==> src/rtl/enc_pkg.sv <==
// Shared mnemonic, opcode and funct map for the instruction encoder.
// Same map the control decoder consumes; keep the two in sync.
package enc_pkg;

    localparam int unsigned OP_W   = 5;
    localparam int unsigned REG_W  = 5;
    localparam int unsigned IMM_W  = 16;
    localparam int unsigned TGT_W  = 26;
    localparam int unsigned OPC_W  = 6;
    localparam int unsigned FN_W   = 6;
    localparam int unsigned WORD_W = 32;

    // Mnemonic codes presented on the request port
    localparam logic [OP_W-1:0] OP_ADD   = 5'd0;
    localparam logic [OP_W-1:0] OP_SUB   = 5'd1;
    localparam logic [OP_W-1:0] OP_AND   = 5'd2;
    localparam logic [OP_W-1:0] OP_OR    = 5'd3;
    localparam logic [OP_W-1:0] OP_SLT   = 5'd4;
    localparam logic [OP_W-1:0] OP_XOR   = 5'd5;
    localparam logic [OP_W-1:0] OP_NOR   = 5'd6;
    localparam logic [OP_W-1:0] OP_SLL   = 5'd7;
    localparam logic [OP_W-1:0] OP_SRL   = 5'd8;
    localparam logic [OP_W-1:0] OP_SRA   = 5'd9;
    localparam logic [OP_W-1:0] OP_ROR   = 5'd10;
    localparam logic [OP_W-1:0] OP_ROL   = 5'd11;
    localparam logic [OP_W-1:0] OP_LW    = 5'd12;
    localparam logic [OP_W-1:0] OP_SW    = 5'd13;
    localparam logic [OP_W-1:0] OP_BEQ   = 5'd14;
    localparam logic [OP_W-1:0] OP_BNE   = 5'd15;
    localparam logic [OP_W-1:0] OP_ADDI  = 5'd16;
    localparam logic [OP_W-1:0] OP_SLTI  = 5'd17;
    localparam logic [OP_W-1:0] OP_SLTIU = 5'd18;
    localparam logic [OP_W-1:0] OP_ANDI  = 5'd19;
    localparam logic [OP_W-1:0] OP_ORI   = 5'd20;
    localparam logic [OP_W-1:0] OP_XORI  = 5'd21;
    localparam logic [OP_W-1:0] OP_LUI   = 5'd22;
    localparam logic [OP_W-1:0] OP_J     = 5'd23;
    localparam logic [OP_W-1:0] OP_JAL   = 5'd24;
    localparam logic [OP_W-1:0] OP_ILLEGAL_MIN = 5'd25;

    localparam logic [OPC_W-1:0] OPC_RTYPE = 6'b000000;
    localparam logic [OPC_W-1:0] OPC_LW    = 6'b100011;
    localparam logic [OPC_W-1:0] OPC_SW    = 6'b101011;
    localparam logic [OPC_W-1:0] OPC_BEQ   = 6'b000100;
    localparam logic [OPC_W-1:0] OPC_BNE   = 6'b000101;
    localparam logic [OPC_W-1:0] OPC_ADDI  = 6'b001000;
    localparam logic [OPC_W-1:0] OPC_SLTI  = 6'b001010;
    localparam logic [OPC_W-1:0] OPC_SLTIU = 6'b001011;
    localparam logic [OPC_W-1:0] OPC_ANDI  = 6'b001100;
    localparam logic [OPC_W-1:0] OPC_ORI   = 6'b001101;
    localparam logic [OPC_W-1:0] OPC_XORI  = 6'b001110;
    localparam logic [OPC_W-1:0] OPC_LUI   = 6'b001111;
    localparam logic [OPC_W-1:0] OPC_J     = 6'b000010;
    localparam logic [OPC_W-1:0] OPC_JAL   = 6'b000011;

    localparam logic [FN_W-1:0] FN_ADD = 6'b100000;
    localparam logic [FN_W-1:0] FN_SUB = 6'b100010;
    localparam logic [FN_W-1:0] FN_AND = 6'b100100;
    localparam logic [FN_W-1:0] FN_OR  = 6'b100101;
    localparam logic [FN_W-1:0] FN_SLT = 6'b101010;
    localparam logic [FN_W-1:0] FN_XOR = 6'b100110;
    localparam logic [FN_W-1:0] FN_NOR = 6'b100111;
    localparam logic [FN_W-1:0] FN_SLL = 6'b000000;
    localparam logic [FN_W-1:0] FN_SRL = 6'b000010;
    localparam logic [FN_W-1:0] FN_SRA = 6'b000011;
    localparam logic [FN_W-1:0] FN_ROR = 6'b111000;
    localparam logic [FN_W-1:0] FN_ROL = 6'b111001;

    typedef enum logic [1:0] {FMT_R, FMT_I, FMT_J} fmt_t;

    typedef enum logic [1:0] {ST_IDLE, ST_WRITE, ST_FULL} state_t;

    // Symbolic request payload
    typedef struct packed {
        logic [OP_W-1:0]  op;
        logic [REG_W-1:0] rs;
        logic [REG_W-1:0] rt;
        logic [REG_W-1:0] rd;
        logic [REG_W-1:0] shamt;
        logic [IMM_W-1:0] imm;
        logic [TGT_W-1:0] target;
    } enc_req_t;

endpackage

==> src/rtl/instr_field_pack.sv <==
// Combinational packer: symbolic request -> {legal, 32-bit MIPS32 word}.
// ENC_FIELD_CHECK_EN additionally rejects requests whose destination is $0 (JAL exempt).
module instr_field_pack
    import enc_pkg::*;
(
    input  enc_req_t          req,
    output logic              legal_c,
    output logic [WORD_W-1:0] word_c
);

    logic              op_legal;
    fmt_t              fmt;
    logic [OPC_W-1:0]  opc;
    logic [FN_W-1:0]   fn;
    logic [REG_W-1:0]  rs_f;
    logic [REG_W-1:0]  shamt_f;

    // Decode mnemonic into format, opcode/funct and forced-zero fields
    always_comb begin
        op_legal = 1'b1;
        fmt      = FMT_R;
        opc      = OPC_RTYPE;
        fn       = FN_ADD;
        rs_f     = req.rs;
        shamt_f  = '0;
        case (req.op)
            OP_ADD:   fn = FN_ADD;
            OP_SUB:   fn = FN_SUB;
            OP_AND:   fn = FN_AND;
            OP_OR:    fn = FN_OR;
            OP_SLT:   fn = FN_SLT;
            OP_XOR:   fn = FN_XOR;
            OP_NOR:   fn = FN_NOR;
            OP_SLL:   begin fn = FN_SLL; rs_f = '0; shamt_f = req.shamt; end
            OP_SRL:   begin fn = FN_SRL; rs_f = '0; shamt_f = req.shamt; end
            OP_SRA:   begin fn = FN_SRA; rs_f = '0; shamt_f = req.shamt; end
            OP_ROR:   begin fn = FN_ROR; rs_f = '0; shamt_f = req.shamt; end
            OP_ROL:   begin fn = FN_ROL; rs_f = '0; shamt_f = req.shamt; end
            OP_LW:    begin fmt = FMT_I; opc = OPC_LW;    end
            OP_SW:    begin fmt = FMT_I; opc = OPC_SW;    end
            OP_BEQ:   begin fmt = FMT_I; opc = OPC_BEQ;   end
            OP_BNE:   begin fmt = FMT_I; opc = OPC_BNE;   end
            OP_ADDI:  begin fmt = FMT_I; opc = OPC_ADDI;  end
            OP_SLTI:  begin fmt = FMT_I; opc = OPC_SLTI;  end
            OP_SLTIU: begin fmt = FMT_I; opc = OPC_SLTIU; end
            OP_ANDI:  begin fmt = FMT_I; opc = OPC_ANDI;  end
            OP_ORI:   begin fmt = FMT_I; opc = OPC_ORI;   end
            OP_XORI:  begin fmt = FMT_I; opc = OPC_XORI;  end
            OP_LUI:   begin fmt = FMT_I; opc = OPC_LUI; rs_f = '0; end
            OP_J:     begin fmt = FMT_J; opc = OPC_J;     end
            OP_JAL:   begin fmt = FMT_J; opc = OPC_JAL;   end
            default:  op_legal = 1'b0;
        endcase
    end

    // Assemble the instruction word
    always_comb begin
        word_c = '0;
        case (fmt)
            FMT_R:   word_c = {OPC_RTYPE, rs_f, req.rt, req.rd, shamt_f, fn};
            FMT_I:   word_c = {opc, rs_f, req.rt, req.imm};
            FMT_J:   word_c = {opc, req.target};
            default: word_c = '0;
        endcase
        if (!op_legal) begin
            word_c = '0;
        end
    end

`ifdef ENC_FIELD_CHECK_EN
    logic dst_zero;

    // Destination register is rd for R-type, rt for writing I-types
    always_comb begin
        dst_zero = 1'b0;
        if (fmt == FMT_R) begin
            dst_zero = (req.rd == '0);
        end else if (fmt == FMT_I && req.op != OP_SW && req.op != OP_BEQ
                     && req.op != OP_BNE) begin
            dst_zero = (req.rt == '0);
        end
    end

    assign legal_c = op_legal && !dst_zero;
`else
    assign legal_c = op_legal;
`endif

endmodule

==> src/rtl/instr_encoder.sv <==
// Instruction encoder: valid/ready requests packed to MIPS32 words and written sequentially to imem.
// Optional ENC_FIELD_CHECK_EN rejects writes to $0 (handled in instr_field_pack).
module instr_encoder
    import enc_pkg::*;
#(
    parameter int unsigned ADDR_W = 8
) (
    input  logic              i_clk,
    input  logic              i_rst_n,
    input  logic              i_valid,
    output logic              o_ready,
    input  logic [OP_W-1:0]   i_op,
    input  logic [REG_W-1:0]  i_rs,
    input  logic [REG_W-1:0]  i_rt,
    input  logic [REG_W-1:0]  i_rd,
    input  logic [REG_W-1:0]  i_shamt,
    input  logic [IMM_W-1:0]  i_imm,
    input  logic [TGT_W-1:0]  i_target,
    input  logic              i_flush,
    output logic              o_imem_we,
    output logic [ADDR_W-1:0] o_imem_addr,
    output logic [WORD_W-1:0] o_imem_wdata,
    output logic [ADDR_W:0]   o_count,
    output logic              o_full,
    output logic              o_err_illegal
);

    localparam int unsigned CNT_W = ADDR_W + 1;
    localparam logic [CNT_W-1:0] CAPACITY = {1'b1, {ADDR_W{1'b0}}};

    enc_req_t          req;
    logic              legal_c;
    logic [WORD_W-1:0] word_c;

    state_t            state_q, state_d;
    logic [CNT_W-1:0]  count_q, count_d;
    logic              we_q, we_d;
    logic [ADDR_W-1:0] addr_q, addr_d;
    logic [WORD_W-1:0] wdata_q, wdata_d;
    logic              full_q, full_d;
    logic              err_q, err_d;
    logic              ready_q, ready_d;

    assign req = '{op: i_op, rs: i_rs, rt: i_rt, rd: i_rd, shamt: i_shamt,
                   imm: i_imm, target: i_target};

    instr_field_pack u_pack (
        .req     (req),
        .legal_c (legal_c),
        .word_c  (word_c)
    );

    always_ff @(posedge i_clk or negedge i_rst_n) begin
        if (!i_rst_n) begin
            state_q <= ST_IDLE;
            count_q <= '0;
            we_q    <= 1'b0;
            addr_q  <= '0;
            wdata_q <= '0;
            full_q  <= 1'b0;
            err_q   <= 1'b0;
            ready_q <= 1'b1;
        end else begin
            state_q <= state_d;
            count_q <= count_d;
            we_q    <= we_d;
            addr_q  <= addr_d;
            wdata_q <= wdata_d;
            full_q  <= full_d;
            err_q   <= err_d;
            ready_q <= ready_d;
        end
    end

    // Next state and next registered outputs; the write pointer is the low bits of count
    always_comb begin
        state_d = state_q;
        count_d = count_q;
        we_d    = 1'b0;
        addr_d  = addr_q;
        wdata_d = wdata_q;
        full_d  = full_q;
        err_d   = err_q;
        ready_d = ready_q;
        case (state_q)
            ST_IDLE: begin
                if (i_valid && ready_q) begin
                    if (legal_c) begin
                        state_d = ST_WRITE;
                        we_d    = 1'b1;
                        addr_d  = count_q[ADDR_W-1:0];
                        wdata_d = word_c;
                        ready_d = 1'b0;
                    end else begin
                        err_d = 1'b1;
                    end
                end
            end
            ST_WRITE: begin
                count_d = count_q + CNT_W'(1);
                if (count_d == CAPACITY) begin
                    state_d = ST_FULL;
                    full_d  = 1'b1;
                    ready_d = 1'b0;
                end else begin
                    state_d = ST_IDLE;
                    ready_d = 1'b1;
                end
            end
            ST_FULL: begin
                full_d  = 1'b1;
                ready_d = 1'b0;
            end
            default: begin
                state_d = ST_IDLE;
                ready_d = 1'b1;
            end
        endcase
        // Flush wins over accept and over the pointer increment of a running write
        if (i_flush) begin
            state_d = ST_IDLE;
            count_d = '0;
            we_d    = 1'b0;
            addr_d  = addr_q;
            wdata_d = wdata_q;
            full_d  = 1'b0;
            err_d   = 1'b0;
            ready_d = 1'b1;
        end
    end

    assign o_ready       = ready_q;
    assign o_imem_we     = we_q;
    assign o_imem_addr   = addr_q;
    assign o_imem_wdata  = wdata_q;
    assign o_count       = count_q;
    assign o_full        = full_q;
    assign o_err_illegal = err_q;

endmodule

==> config.mk <==
export PLATFORM = sky130hd
export DESIGN_NAME = instr_encoder
export DESIGN_NICKNAME = d
export VERILOG_FILES = /design/src/rtl/enc_pkg.sv /design/src/rtl/instr_field_pack.sv /design/src/rtl/instr_encoder.sv
export SDC_FILE = /design/constraint.sdc
export NUM_CORES = 1
export LEC_CHECK = 0
export ABC_AREA = 1
export BUFFER_PORTS_ARGS = -buffer_cell sky130_fd_sc_hd__buf_2
export CAP_MARGIN = 20
export CORE_MARGIN = 2
export CORE_UTILIZATION = 45
export DETAILED_ROUTE_END_ITERATION = 10
export PLACE_DENSITY = 0.86
export RECOVER_POWER = 50
export SLEW_MARGIN = 20
export SYNTH_ARGS = -nofsm -noshare
export SYNTH_HDL_FRONTEND = slang
export SYNTH_HIERARCHICAL = 1
export SYNTH_SLANG_ARGS = --single-unit
export TNS_END_PERCENT = 30
==> constraint.sdc <==
create_clock -name i_clk -period 1.55 [get_ports i_clk]
set_input_delay 0.0775 -clock i_clk [delete_from_list [all_inputs] [get_ports i_clk]]
set_output_delay 0.0775 -clock i_clk [all_outputs]
set_load 0.02 [all_outputs]
Word level (Yosys, flattened, before mapping):

Cells that the tools add are included.

* flip-flop bits (word level): 55
* input bits: 71
* output and inout bits: 53
* logic and storage cells: 92

* $add $sub $neg: 1
* equal/unequal tests: 34
* muxes and demuxes: 30
* bitwise gates (word level): 1
* reductions and logical operators: 18

Operators by type and width (number)
* $pmux 32 s3: 1
* $pmux 6 s13: 1
* $pmux 6 s11: 1
* $eq 5x5->1 const B: 9
* $eq 5x4->1 const B: 8
* $reduce_or 25->1: 1
* $eq 5x3->1 const B: 4
* $mux 9: 2
* $mux 1: 15
* $reduce_or 11->1: 1
* $eq 5x2->1 const B: 2
* $mux 5: 2
* $add 9x1->9 const B: 1
* $eq 9x9->1 const B: 1
* $ne 3x3->1 const B: 3
* $mux 2: 4
* $pmux 2 s3: 1
* $reduce_and 3->1: 2
* $reduce_bool 2->1: 3
* $reduce_or 6->1: 1
* $eq 5x1->1 const B: 1
* $logic_not 5->1: 1
* $reduce_or 5->1: 1
* $eq 2x1->1 const B: 2
* other kinds (12): 16

Longest topological paths before layout:

* depth in word-level cells: 7
* mapped depth: 12
* gate-level depth less buffers: 12

Cells and area by module:

Netlist, hierarchy kept.

Modules (own cells, without submodules)
* instr_encoder: times used 1, cells each 191, area each 2471.1 um^2, sequential area each 1377.6 um^2
* instr_field_pack: times used 1, cells each 181, area each 854.6 um^2, sequential area each 0.0 um^2

Least setup slack after synthesis:

Ideal clock, no wire load.

* kind: in2reg
* from: input i_op[4]
* to: register wdata_q[10] (netlist: o_imem_wdata[10])
* library setup time: 0.125 ns
* arrival: 1.744 ns
* data required time: 1.425 ns
* path slack: -0.319 ns
* stages: 9
* path buffers: 3
* path through: buf_4 > inv_1 > a311oi_2 > buf_2 > inv_1 > nand3_2 > nor2_8 > buf_12 > mux2_4

* elaborated cells on any way between the ends: 37
* those cells by class: 26 x eq/ne; 4 x mux; 7 x reduce/logical

RTL lines
* start: declaration: line instr_encoder.sv:12 `input logic [OP_W-1:0] i_op,`
* $eq 5x4->1 (tied with other cells): line instr_field_pack.sv:26 `case (req.op)`
* $reduce_or 25->1 (no line) *
* $mux 1 *: line instr_field_pack.sv:26
* via legal_c: line instr_encoder.sv:32 `logic legal_c;`
* $reduce_and 4->1 (no line) *
* end signal: assignment: line instr_encoder.sv:68 `wdata_q <= wdata_d;`
* end: declaration: line instr_encoder.sv:39 `logic [WORD_W-1:0] wdata_q, wdata_d;`

The timed path passes the listed nets; every way through them passes the cells marked *.
A chain may end at the register's enable or synchronous reset.

Final worst setup path:

* from: input i_flush
* to: register wdata_q[6] (netlist: o_imem_wdata[6])

* longest elaborated chain between the ends: 2

RTL lines
* start: declaration: line instr_encoder.sv:19 `input logic i_flush,`
* $not 1->1 (no line)
* $reduce_and 4->1 (no line)

Every way passes these cells.

==> metrics.txt <==
Placement Setup Slack=-155 ps; worst skew pair latency=310 ps; fin worst setup slack=-1.41 ps; WP data required=1750 ps; synthesized area per cell=approximately 8.9 µm²; Final Hold Violating Endpoints=0; GRT Resource Usage Total=0.222; most frequent cell after synthesis=nand2_1; CTS root buffer=clkbuf_8; Max rail drop VDD=0.478 mV; Top FF cell, synth=dfrtp_1; setup TNS=-1.41 ps; Vias=3153; Core Rows=31; Post-synth ARST share=1.00; Die Y=90.0 µm; Die Span X=~90 µm; Flop pwr share=0.424; Port Buffers=123; Cell Pwr Density=1000 nW/µm²; post-layout minimum cycle time=1550 ps; DRT iter0 DRCs=about 160; largest net degree at the start of global routing=34; Die Area=8090 µm²; Setup Viol. Count Final=1; antenna viol nets, final=0; final instance area=4410 µm²; combinational power share=0.345; Post-Synthesis Net Count=444; share of layout cells above drive strength 1=0.430; Hold Slack=88.5 ps; Initial Util=0.461; switching part of the total=0.341; IO Count=124; Worst Tran Pin Value=around 840 ps; HP Class=in2reg; vias in the first global route=3160; Num CTS Buffers=5; post-synthesis register bit count=55; Layout Nets=597; LEAKAGE=2.34 nW; drt drc=0; max-cap viol count=0; first-pass GRT wire length=14.8 mm; clock group share of total power=0.231; fill count=640; sequential area share after synthesis=0.414; Syn. warnings=6; status=complete, but fails checks; GRT overflow=0; internal power=2.91 mW; failing checks=setup timing; CTS Sinks=55; area share of the largest cell type after synthesis=0.406; EDFF count, synth=0; RSZ-0062 raised after global routing=true; worst-path maximum fanout=16; hpwl dp=around 6.9 mm; worst rel slew slack=0.437; WS Path Type=in2reg; area of the mapped netlist=3330 µm²; Pins Over Slew Limit=0; gpl congestion=0.940; crit share post-route=1.00; top cells by area, synth=dfrtp_1, mux2_4, nand2_1; Layout area overhead=32.7%; cell taking the most area after synthesis=dfrtp_1; Reg clk slew, reported paths=110 ps; count of different cell masters after synthesis=37; Critical Path End Type=flip-flop; synthesized netlist cell count=372; drt first pass iters=4; Data arrival, critical path=1750 ps; core area=7210 µm²; Post-synth top cells=nand2_1, dfrtp_1, nor2_1; H-tree levels=2; Via-to-Cell Ratio=5.04; Fmax=between 600 and 700 MHz; initial antenna violation count=1; wire length per cell=about 14 µm; clock skew=slightly above 10 ps; clock tree buffer depth=2; placed inst area=4230 µm²; Startpoint Class=input pin; DRT Wirelength=about 9 mm; CTS tree=built; P_sw=roughly 1.5 mW
flip-flops by register name, indices dropped and copies added, names as in the netlist:
| signal | flops |
|---|---|
| o_imem_wdata | 32 |
| state_q | 2 |
| o_ready | 1 |
| o_err_illegal | 1 |
| o_full | 1 |
| o_imem_we | 1 |
| o_imem_addr | 8 |
| o_count | 9 |
repair_timing:
item / CTS / global route
setup buffers: 0 / 1
hold endpoints to repair: 56 / 0
hold buffers: 2 / 0
setup endpoints to repair: 0 / 5
gates resized for setup: 0 / 15
cell usage in the layout, fill, tap and decap left out, drive strengths merged:
master       synthesis  routed
nand3               23      23
buf                 11     131
nand4                4       4
a21oi               20      20
a211oi               1       1
dfstp                1       1
mux2                35      35
o21bai               1       1
o21a                 1       1
conb                 1       1
o21ai                9       9
o22ai                5       5
o31ai                2       2
dlygate4sd3          0       2
a22oi                5       5
ha                   1       1
dfrtp               54      54
a311oi               1       1
o311ai               1       1
diode                0       1
nor2                52      52
xnor2                1       1
bufinv               0       1
nor4                 1       1
nand2              110     110
inv                 32      33
clkbuf               0      30
worst max-delay path, stage by stage:
cell,delay [ps]
dlygate4sd3_1,530
buf_2,170
inv_2,160
nand2_4,90
nor2_8,170
buf_12,200
mux2_2,350
final timing paths:
check,slack [ps],from,endpoint,cells after the start
max reg2reg,-1,o_ready,o_imem_wdata[6],4
min,90,i_valid,state_q[0],3
min in group asynchronous,370,i_rst_n,o_imem_we,3
min reg2reg,520,o_imem_wdata[31],o_imem_wdata[31],1
max in group asynchronous,470,i_rst_n,o_count[2],3
max,-1,i_flush,o_imem_wdata[6],7
layout make-up:
cell class              instances  area, µm²  share of cell area
multi-input cells             274       1760               0.399
flip-flops and latches         55       1380               0.313
repair buffers                157        901               0.204
well taps                      99        124              0.0281
inverters                      32        123              0.0278
clock buffers                   6       82.6              0.0187
clock inverters                 2       38.8             0.00879
diodes                          1       2.50            0.000567
power groups by stage:
stage                     Clock, mW  Sequential, mW  Combinational (mW)
after floorplan                   0            2.22               0.635
after global placement            0            1.88                1.52
after detailed placement          0            1.89                1.55
after CTS                      1.04            1.87                1.56
after global routing           1.11            1.91                1.63
final                          1.02            1.87                1.52
per-stage QoR:
stage | utilization | power (mW) | std cells
CTS | 0.606 | 4.48 | 624
finish | 0.612 | 4.42 | 626
global route | 0.612 | 4.65 | 626
floorplan | - | 2.86 | 372
global placement | 0.587 | 3.40 | 614
detailed placement | 0.587 | 3.44 | 614
logic make-up after synthesis:
logic type / share of synthesized area
adder cells (fa/ha/maj): 0.00376
AO/OA/AOI/OAI: 0.0937
multiplexers: 0.151
AND/OR/NAND/NOR: 0.257
buffers and inverters: 0.0768
other: 0.00113
flip-flops: 0.414
XOR/XNOR: 0.00263
metal layers:
layer,track usage,wire length [µm],part of all wire,vias to the layer above
met4,0.0872,235,0.026,0
met1,0.281,3770,0.42,1483
li1,-,-,-,1525
met3,0.0319,468,0.052,20
met2,0.386,4560,0.50,125
met5,0,0,0,-
(Power assumes the default switching activity.)
